File: config.mk
export PLATFORM = sky130hd
export DESIGN_NAME = stopwatch_cpu_oci_dct_packer
export DESIGN_NICKNAME = d
export VERILOG_FILES = /design/src/rtl/stopwatch_cpu_oci_dct_packer.sv
export SDC_FILE = /design/constraint.sdc
export NUM_CORES = 1
export LEC_CHECK = 0
export CAP_MARGIN = 30
export CORE_AREA = 2 2 91 75
export DETAILED_ROUTE_END_ITERATION = 10
export DIE_AREA = 0 0 93 77
export GPL_TIMING_DRIVEN = 0
export PLACE_DENSITY = 0.73
export SLEW_MARGIN = 0
export SYNTH_ARGS = -nofsm -noshare
export SYNTH_HDL_FRONTEND = slang
export SYNTH_SLANG_ARGS = --single-unit
File: constraint.sdc
create_clock -name clk -period 2.3 [get_ports clk]
set_input_delay 0.345 -clock clk [delete_from_list [all_inputs] [get_ports clk]]
set_output_delay 0.345 -clock clk [all_outputs]
set_load 0.01 [all_outputs]
File: src/rtl/stopwatch_cpu_oci_dct_packer.sv
// ---------------------------------------------------------------------------
// stopwatch_cpu_oci_dct_packer
//
// Producer side of the OCI data-compressed-trace channel. Trace codes from the
// CPU debug core are shifted into an accumulator. Each packet carries up to
// SLOTS codes, with the newest code in the low bits. A packet is handed to the
// trace consumer over a valid/ready output register. The block also runs the
// test_ending -> test_has_ended drain sequence.
//
// Handshake semantics, used on both sides:
//   A transfer happens on a rising clk edge where valid & ready are both 1.
//   A producer that raises valid holds its data stable until that transfer.
//   Ready may depend on valid, but valid never depends on ready.
//
// Ports:
//   clk, reset_n      single rising-edge clock; synchronous active-low reset
//   code_valid/code   incoming trace code
//   code_ready        code is taken when code_valid & code_ready
//   flush             pulse: emit the partial packet
//   test_ending       drain the remaining codes, then stop
//   dct_buffer        packed codes, newest in [CODE_W-1:0]
//   dct_count         number of valid codes in dct_buffer
//   pkt_valid         dct_buffer/dct_count are valid
//   pkt_ready         consumer takes the packet when pkt_valid & pkt_ready
//   test_has_ended    sticky end-of-test flag
//   overflow          one-cycle pulse: a code was offered after the test
//                     ended and was dropped
//   dbg_state         current FSM state (0 RUN, 1 DRAIN, 2 ENDED)
// ---------------------------------------------------------------------------
module stopwatch_cpu_oci_dct_packer #(
    parameter int CODE_W = 2,
    parameter int SLOTS  = 15,
    parameter int BUF_W  = 30,
    parameter int CNT_W  = 4
) (
    input  logic              clk,
    input  logic              reset_n,
    input  logic              code_valid,
    input  logic [CODE_W-1:0] code,
    output logic              code_ready,
    input  logic              flush,
    input  logic              test_ending,
    output logic [BUF_W-1:0]  dct_buffer,
    output logic [CNT_W-1:0]  dct_count,
    output logic              pkt_valid,
    input  logic              pkt_ready,
    output logic              test_has_ended,
    output logic              overflow,
    output logic [1:0]        dbg_state
);

    typedef enum logic [1:0] {
        S_RUN   = 2'd0,
        S_DRAIN = 2'd1,
        S_ENDED = 2'd2
    } state_t;

    localparam logic [CNT_W-1:0] FULL_CNT = CNT_W'(SLOTS);

    state_t             state;
    state_t             state_next;
    logic [BUF_W-1:0]   acc;
    logic [CNT_W-1:0]   acc_cnt;
    logic               flush_pend;

    logic               out_free;
    logic               acc_full;
    logic               acc_empty;
    logic               accept;
    logic               emit;

    // Next-state and handshake decode, all from registered state.
    always_comb begin
        state_next = state;
        out_free   = !pkt_valid || pkt_ready;
        acc_full   = (acc_cnt == FULL_CNT);
        acc_empty  = (acc_cnt == '0);
        // A full accumulator can still take a code when the packet leaves in
        // the same cycle; that code becomes slot 1 of the next packet.
        code_ready = (state == S_RUN) && (!acc_full || out_free);
        accept     = code_valid && code_ready;
        emit       = out_free &&
                     (acc_full || ((flush_pend || state == S_DRAIN) && !acc_empty));

        case (state)
            S_RUN:   if (test_ending) state_next = S_DRAIN;
            S_DRAIN: if (acc_empty && !pkt_valid) state_next = S_ENDED;
            S_ENDED: state_next = S_ENDED;
            default: state_next = S_RUN;
        endcase
    end

    always_ff @(posedge clk) begin
        if (!reset_n) begin
            state <= S_RUN;
        end else begin
            state <= state_next;
        end
    end

    // Accumulator and flush request.
    always_ff @(posedge clk) begin
        if (!reset_n) begin
            acc        <= '0;
            acc_cnt    <= '0;
            flush_pend <= 1'b0;
        end else begin
            if (emit) begin
                if (accept) begin
                    acc     <= {{(BUF_W-CODE_W){1'b0}}, code};
                    acc_cnt <= CNT_W'(1);
                end else begin
                    acc     <= '0;
                    acc_cnt <= '0;
                end
            end else if (accept) begin
                acc     <= {acc[BUF_W-CODE_W-1:0], code};
                acc_cnt <= acc_cnt + CNT_W'(1);
            end

            // A flush against an empty accumulator lapses after one cycle
            // instead of producing an empty packet.
            if (emit) begin
                flush_pend <= 1'b0;
            end else begin
                flush_pend <= flush || (flush_pend && !acc_empty);
            end
        end
    end

    // Output packet register: loads on emit, holds while stalled.
    always_ff @(posedge clk) begin
        if (!reset_n) begin
            dct_buffer <= '0;
            dct_count  <= '0;
            pkt_valid  <= 1'b0;
        end else if (emit) begin
            dct_buffer <= acc;
            dct_count  <= acc_cnt;
            pkt_valid  <= 1'b1;
        end else if (pkt_ready) begin
            pkt_valid  <= 1'b0;
        end
    end

    // End-of-test flag and overflow pulse.
    always_ff @(posedge clk) begin
        if (!reset_n) begin
            test_has_ended <= 1'b0;
            overflow       <= 1'b0;
        end else begin
            if (state_next == S_ENDED) test_has_ended <= 1'b1;
            overflow <= code_valid && (state != S_RUN);
        end
    end

    assign dbg_state = state;

endmodule

Word level (Yosys, flattened, before mapping):

Cells that the tools add are included.

* flip-flop bits (word level): 74
* bits in latches: 0
* memory bits (writable): 0
* memory bits (read-only): 0
* input bits: 8
* output and inout port bits: 40
* word-level logic and storage cells: 47
* memories kept: 0

* $add $sub $neg: 1
* multipliers: 0
* div/mod/pow operators: 0
* order comparisons: 0
* equal/unequal tests: 4
* shifts and indexed selects: 0
* mux-type cells: 11
* bitwise logic cells: 1
* reductions and logical operators: 21

Operators with widths (number)
* $mux W30: 2
* $mux W4: 2
* $logic_and A1 B1 Y1: 7
* $mux W2: 3
* $pmux W2 S3: 1
* $reduce_bool A2 Y1: 3
* $logic_or A1 B1 Y1: 5
* $add A4 B1 Y4 const B: 1
* $eq A2 B2 Y1 const B: 2
* $eq A4 B4 Y1 const B: 1
* $logic_not A4 Y1: 1
* $logic_not A1 Y1: 3
* $mux W1: 3
* $eq A2 B1 Y1 const B: 1
* $logic_not A2 Y1: 1
* $reduce_or A2 Y1: 1
* $not A1 Y1: 1

Depth between registers and ports, before layout:

Gate-level depths: netlist (run 1).

* depth in word-level cells: 7
* gate-level depth with buffers: 8
* mapped depth without buffers: 6

Worst setup path before layout (run 1):

Ideal clock, no wire load.

* path kind: register to register
* from: register acc_cnt[0]
* to: register acc[10]
* data arrival time: 1.499 ns
* path slack: 0.727 ns
* stages on the path, launching flop included: 9
* path buffers: 2
* clock period less this slack: 1.573 ns
* path through: dfxtp_1 -> inv_1 -> ha_1 -> or3b_4 -> o211ai_2 -> nand3_2 -> buf_6 -> buf_6 -> o22ai_1

* word-level cells in the longest chain between the ends: 6

RTL lines
* start: declaration: RTL line 63 `logic [CNT_W-1:0] acc_cnt;`
* start signal: assignment: RTL line 118 `acc_cnt <= acc_cnt + CNT_W'(1);`
* $eq A4 B4 Y1 / $logic_not A4 Y1 (equally long branches): RTL line 76, 77
* $logic_not A1 Y1, on equally long branches: RTL line 80, 83
* $logic_or A1 B1 Y1 / $logic_and A1 B1 Y1 (equally long branches): RTL line 80, 83
* $logic_and A1 B1 Y1 / $logic_or A1 B1 Y1 (equally long branches): RTL line 80, 83
* $logic_and A1 B1 Y1, on equally long branches: RTL line 81, 82
* $reduce_bool A2 Y1 (no line) / $mux W30 (equally long branches)
* end signal: assignment: RTL line 110 `acc <= {{(BUF_W-CODE_W){1'b0}}, code};`
* end signal: assignment: RTL line 117 `acc <= {acc[BUF_W-CODE_W-1:0], code};`
* end: declaration: RTL line 62 `logic [BUF_W-1:0] acc;`

Parallel ways exist; a longest one is shown, timed or not.
A chain may end at the register's enable or synchronous reset.

Worst setup path after layout (run 1):

* from: register acc_cnt[0]
* to: output code_ready

* word-level cells in the longest chain between the ends: 4

RTL lines
* $eq A4 B4 Y1: RTL line 76 `acc_full = (acc_cnt == FULL_CNT);`
* $logic_not A1 Y1: RTL line 80 `code_ready = (state == S_RUN) && (!acc_full || out_free);`
* $logic_or A1 B1 Y1: RTL line 80
* $logic_and A1 B1 Y1: RTL line 80
* end: declaration: RTL line 40 `output logic code_ready,`

No other way between the ends.

==> impl_results.md, run 1 <==
- Clock share of power: 33.8%
- Sw Share: 26.0%
- Gr busiest metal: met2
- Die X: 93 um
- Met3 Usage GRT: 5.70%
- ANT cells: 0
- Rows: 26
- Share of power burned in registers: around 50%
- Status: completed
- Die Height: 77 um
- Synth warn: 0
- Yosys top cell by area: dfxtp_1
- Initial core utilization: 43.8%
- Post-synth net total: 283
- Min-delay src: test_has_ended$_SDFFE_PN0N_
- Primary FF master, synth: dfxtp_1
- Total routed wirelength: about 5600 um
- CTS tree: built
- Htree depth: 3
- Remaining global-route overflow: 0
- Count leader, synth: dfxtp_1
- 1st-iter DRT viols: 127
- Max rail drop VDD: 0.437 mV
- Placed insts: 404
- Rel. slew slack: 60.5%
- Core area: 6250 um2
- CTS Root Cell: clkbuf_8
- PwrDens: approximately 770 nW/um2
- Final hold vios: 0
- Die area: 7160 um2
- Commonest cells post-synth: dfxtp_1 (74), nand2_1 (71), mux2i_1 (35), o22ai_1 (28), clkbuf_1 (8)
- Setup crit end kind: output port
- Mapped Cells: 273
- Routability cong.: 0.803
- DR vias: roughly 2100
- Vias/cell: approximately 5
- CP Data Arrival Time: 1.51 ns
- Largest net degree at the start of global routing: 12
- Buffers on Ports: 47
- Met2 usage: 25.5%
- Max-Cap Viols: 0
- DRC viols: 0
- Sequential share of the synthesized area: 54.1%
- Total power: 2.69 mW
- Share of cells above drive strength 1: 10.2%
- R2R Path End: acc[21]$_SDFFE_PN0P_
- Flops & latches, synth: 74
- CTS sink count: 74
- Fill cells: 580
- Hpwl dp: 3870 um
- I/O pin cnt: 48
- EDFF count, synth: 0
- First-pass GRT wire length: 9760 um
- Synth top area share: 54.1%
- Slew Limit Fails: 0
- Number of global-route vias before repair: 2034
- CP Launch Type: register
- Worst R2R Setup Slack: 0.48 ns
- Synth area leaders: dfxtp_1 (54%), mux2i_1 (13%), nand2_1 (9.7%), o22ai_1 (6.4%), buf_6 (2.1%)
- Period utilization: 80.6%
- Post-Syn Area: 2740 um2
- Net switching power: about 0.7 mW
- Crit path to: code_ready
- Final min period: 1.85 ns
- Syn-to-layout area delta: 27.7%
- Fmax: 540 MHz
- Worst-Skew Late Latency: 0.34 ns
- CTS Buf Count: 9
- Worst r2r src: acc_cnt[0]$_SDFFE_PN0P_
- Leak: 1.27 nW
- Synth unique cells: 35
- Drt wl/cell: 13.4 um
- Worst Hold Class: reg2reg
- Setup TNS: 0 ns
- Critical path peak fanout: 10
- Final setup viols: 0
- Met1 usage: 23.6%
- Hold buffers post-CTS: 0
- FF/Latch Area: 1480 um2
- Worst Max-Slew Pin Slew: 0.592 ns
- Final ANT Viol Nets: 0
- DR pass1 iterations: 4
- Post-synth ARST share: 0%
- Nets: 341
- FF-to-FF path depth: 7
- Worst path required time: 1.96 ns
- Critical Path Start: acc_cnt[0]$_SDFFE_PN0P_
- Clock Path Buffers: 2
- Worst setup path category: reg2out
- Initial antenna violation count: 0
- Comb pwr share: 16.6%
- P_int: 1.99 mW
- RSZ-0062 raised after global routing: false
- All-layer global routing usage: 17.1%
- Footprint of the multi-input gates: ~1100 um2
- CTS clk-pin slew, worst paths: 0.07 ns
- Syn avg cell area: 10.0 um2
- Cell Count, Final, Fillers Out: 418
- Layout Skew: 0.00702 ns
## how the worst min path moves through the flow
stage,to,cells after the start
4_1_cts,test_has_ended$_SDFFE_PN0N_,2
6_report,test_has_ended$_SDFFE_PN0N_,2
2_1_floorplan,dct_buffer[28]$_SDFFE_PN0P_,2
3_5_place_dp,test_has_ended$_SDFFE_PN0N_,2
5_1_grt,dct_buffer[17]$_SDFFE_PN0P_,2
3_3_place_gp,test_has_ended$_SDFFE_PN0N_,2
## cell usage in the layout, fill, tap and decap left out, drive strengths merged, types with 3 or more instances in the layout
cell type,instances
o22ai,29
mux2i,35
a21oi,5
nor2,5
dfxtp,74
clkdlybuf4s50,46
inv,4
buf,10
nand3,4
o211ai,3
clkbuf,18
and3,3
nand2,71
clkinv,3
## cell families (layout without fill, tap and decap cells)
| kind of cell | count (synthesis) | in the layout | share of synthesized area (%) |
|---|---|---|---|
| flops | 74 | 74 | 54.1 |
| compound gates | 47 | 47 | 12.3 |
| fa+ha+maj | 2 | 2 | 0.914 |
| mux | 35 | 35 | 12.8 |
| xor+xnor | 1 | 1 | 0.320 |
| simple gates | 92 | 92 | 14.6 |
| buf+inv | 22 | 83 | 4.85 |
## flip-flops by register name (all words and copies together) (netlist names)
signal,count
pkt_valid,1
flush_pend,1
acc_cnt,4
acc,30
test_has_ended,1
overflow,1
dbg_state,2
dct_count,4
dct_buffer,30
## layout make-up
type / instances / share of cell area, %
repair buffers: 47 / 13.5
plain buffers: 18 / 3.37
multi-input cells: 177 / 32.3
well taps: 84 / 3.01
clock inverters: 4 / 1.29
flip-flops and latches: 74 / 42.4
inverters: 4 / 0.430
clock buffers: 10 / 3.65
## timing repair
action,in CTS,in global routing
endpoints found under the setup margin,0,1
endpoints found under the hold margin,0,0
resized for setup,0,2
setup buffers,0,0
## worst max-delay path, cell delays in order, from the launching register on
cell and delay, ns:
dfxtp_1 0.39, ha_1 0.26, nand3_4 0.16, nor2_1 0.14, nor3_1 0.05, dlymetal6s2s_1 0.18
## stage by stage
| stage | hold slack [ns] | cell area (um2) | util, % | setup slack, ns |
|---|---|---|---|---|
| 2_1_floorplan | 0.444 | 2740 | - | 0.727 |
| 3_3_place_gp | 0.441 | 3310 | 53.0 | 0.124 |
| 3_5_place_dp | 0.444 | 3310 | 53.0 | 0.131 |
| 4_1_cts | 0.456 | 3480 | 55.8 | 0.0444 |
| 5_1_grt | 0.478 | 3490 | 55.9 | 0.301 |
| 6_report | 0.452 | 3490 | 55.9 | 0.447 |
## power by group through the flow
stage / registers (mW) / clock network (mW) / logic (mW)
6_report: 1.34 / 0.910 / 0.446
5_1_grt: 1.34 / 0.995 / 0.481
4_1_cts: 1.34 / 0.928 / 0.446
3_5_place_dp: 1.37 / 0 / 0.443
3_3_place_gp: 1.37 / 0 / 0.441
2_1_floorplan: 1.37 / 0 / 0.314
## routing by layer
| layer | vias to the layer above | routed length [um] | share of wire (%) |
|---|---|---|---|
| li1 | 1064 | - | - |
| met1 | 976 | 2810 | 50 |
| met2 | 48 | 2450 | 44 |
| met3 | 11 | 243 | 4.3 |
| met4 | 0 | 85 | 1.5 |
| met5 | - | 0 | 0 |
(Power assumes the default switching activity.)
==> run 2, diff against run 1 <==
==> constraint.sdc (replaced) <==
create_clock -name clk -period 1.9 [get_ports clk]
set_input_delay 0.285 -clock clk [delete_from_list [all_inputs] [get_ports clk]]
set_output_delay 0.285 -clock clk [all_outputs]
set_load 0.01 [all_outputs]
==> run 2 against run 1 <==
  * Combinational power rose by 20%
  * Clock power rose by 21%
  * Setup slack got worse by 0.33 ns
  * Via count barely moved
  * Die area did not move
  * Count of clock-buffer cells in the layout did not move
  * Power rose by 21%
  * Utilization rose by 0.24 points
  * Critical path type unchanged
  * Largest cell class unchanged
  * Highest routed layer unchanged
==> impl_results.md, run 2 (synthesized netlist as in run 1, its figures left out) <==
- First-pass GRT wire length: 9770 um (+0.14%)
- Share of cells above drive strength 1: 11.7% (+1.5 points)
- CP Data Arrival Time: 1.50 ns (about the same)
- Worst-Skew Late Latency: 0.33 ns (about the same)
- Worst setup path category: reg2out
- Die Height: 77 um (unchanged)
- CP cell instances: ha_4 -> nand3_4 -> nor2_2 -> nor3_1 -> dlygate4sd2_1
- Core area: 6250 um2 (unchanged)
- Worst path top cell family by delay: flip-flops
- Placed insts: 404 (unchanged)
- Clock Path Buffers: 2 (unchanged)
- Total routed wirelength: 5580 um (-0.14%)
- CP Launch Type: register
- I/O pin cnt: 48 (unchanged)
- Final Util: 56.2% (+0.24 points)
- Number of global-route vias before repair: 2029 (-0.25%)
- Max-Cap Viols: 0 (unchanged)
- Final min period: ~1.8 ns
- DR vias: 2100 (+0.048%)
- Final hold vios: 0 (unchanged)
- Setup crit end kind: output port
- Worst Max-Slew Pin Slew: 0.569 ns (-0.0231 ns)
- Slowest CP cell: dfxtp_2
- 1st-iter DRT viols: 113 (-11%)
- Remaining global-route overflow: 0 (unchanged)
- Status: completed
- Die X: 93 um (unchanged)
- All-layer global routing usage: 17.1% (+0.021 points)
- CTS Root Cell: clkbuf_8
- Drt wl/cell: 13.4 um (-0.14%)
- CP max stage delay: 0.38 ns (about the same)
- Worst r2r src: acc_cnt[0]$_SDFFE_PN0P_
- Syn-to-layout area delta: 28.3%
- DR pass1 iterations: 4 (unchanged)
- Worst R2R Setup Slack: 0.13 ns (-0.35 ns)
- Rows: 26 (unchanged)
- Largest net degree at the start of global routing: 12 (unchanged)
- Fill cells: 578 (-0.34%)
- Period utilization: 93.9%
- CTS sink count: 74 (unchanged)
- Hpwl dp: 3870 um (unchanged)
- FF/Latch Area: 1480 um2 (+0.17%)
- ANT cells: 0 (unchanged)
- FF-to-FF path depth: 8 (+1)
- Buffers on Ports: 47 (unchanged)
- Commonest non-fill, non-tap cell in the layout: dfxtp_1
- Leak: 1.27 nW (-0.32%)
- Slew Limit Fails: 0 (unchanged)
- Routability cong.: 0.803 (unchanged)
- Hold_ws: 0.452 ns (+0.00000700 ns)
- Htree depth: 3 (unchanged)
- Commonest cells after routing, fill and taps aside: dfxtp_1 (72), nand2_1 (71), clkdlybuf4s50_1 (46), mux2i_1 (35), o22ai_1 (28)
- Nets: 341 (unchanged)
- CTS Buf Count: 9 (unchanged)
- Die area: 7160 um2 (unchanged)
- Min-delay src: test_has_ended$_SDFFE_PN0N_
- Final ANT Viol Nets: 0 (unchanged)
- Initial core utilization: 43.8% (unchanged)
- Max rail drop VDD: 0.531 mV (+22%)
- Setup Fix Bufs, Post-CTS: 0 (unchanged)
- PwrDens: 929 nW/um2 (+20%)
- Worst path required time: 1.62 ns (-0.34 ns)
- Initial antenna violation count: 0 (unchanged)
- Hold buffers post-CTS: 0 (unchanged)
- DRC viols: 0 (unchanged)
- Hold Crit Endpoint: test_has_ended$_SDFFE_PN0N_
- Layout Skew: 0.00637 ns (-0.000645 ns)
- Fmax: ~560 MHz
- R2R Path End: acc[21]$_SDFFE_PN0P_
- CP Buf/Inv Count: 1 (unchanged)
- Worst Hold Class: reg2reg
- Vias/cell: 5.02 (about the same)
- Footprint of the multi-input gates: 1140 um2 (+1.3%)
- Worst hold stages: 2 (unchanged)
- CTS tree: built
- RSZ-0062 raised after global routing: false
- Critical Path Start: acc_cnt[0]$_SDFFE_PN0P_
- Total power: 3.26 mW (+21%)
- CTS clk-pin slew, worst paths: 0.07 ns (about the same)
- Rel. slew slack: 62.1% (+1.5 points)
- Critical path peak fanout: 10 (unchanged)
- Cell Count, Final, Fillers Out: 418 (unchanged)
- Final setup viols: 0 (unchanged)
- Largest regs: acc (30), dct_buffer (30)
==> run 2: layout make-up <==
class	count	share of cell area [%]
buffer	18	3.39
clock inverter	4	1.28
timing repair buffer	47	13.4
clock buffer	10	3.64
multi-input combinational	177	32.6
tap	84	2.99
sequential	74	42.3
inverter	4	0.428
==> run 2: power by group <==
group | switching, mW | total [mW] | internal, mW
Combinational | 0.297 | 0.537 | 0.240
Clock | 0.513 | 1.10 | 0.585
Sequential | 0.0351 | 1.62 | 1.59
==> run 2: worst max-delay path by stage <==
stage                                  to  cells after the start  slack (ns)
6_report                       code_ready                      5        0.12
5_1_grt        dct_buffer[6]$_SDFFE_PN0P_                      7        0.01
4_1_cts                        code_ready                      5       0.001
3_5_place_dp          acc[0]$_SDFFE_PN0P_                      5       -0.20
3_3_place_gp                   code_ready                      5       -0.16
2_1_floorplan        acc[10]$_SDFFE_PN0P_                      8        0.33
==> run 2: repair_timing <==
item / CTS / global route
endpoints found under the setup margin: 1 / 13
resized for setup: 3 / 6
hold endpoints to repair: 0 / 0
==> run 2: per-layer routing <==
metal	global-route usage, %	share of wire (%)	up-vias
li1	-	-	1063
met1	23.7	49	983
met2	25.4	45	49
met3	5.70	5.4	5
met4	4.85	0.84	0
met5	0	0	-
==> run 2: worst min-delay path, delay by kind of cell, from the launching register on <==
kind                   cells  cell delay, ns
buffers and inverters      1            0.05
AOI/OAI and AO/OA          1            0.05
DFF                        1            0.31
==> run 2: stage by stage <==
| step | worst slack, ns | instance area [um2] | setup TNS, ns |
|---|---|---|---|
| after global routing | 0.0105 | 3510 | 0 |
| after global placement | -0.156 | 3310 | -1.74 |
| final | 0.115 | 3510 | 0 |
| after detailed placement | -0.197 | 3310 | -3.21 |
| after CTS | 0.00118 | 3490 | 0 |
| after floorplan | 0.327 | 2740 | 0 |
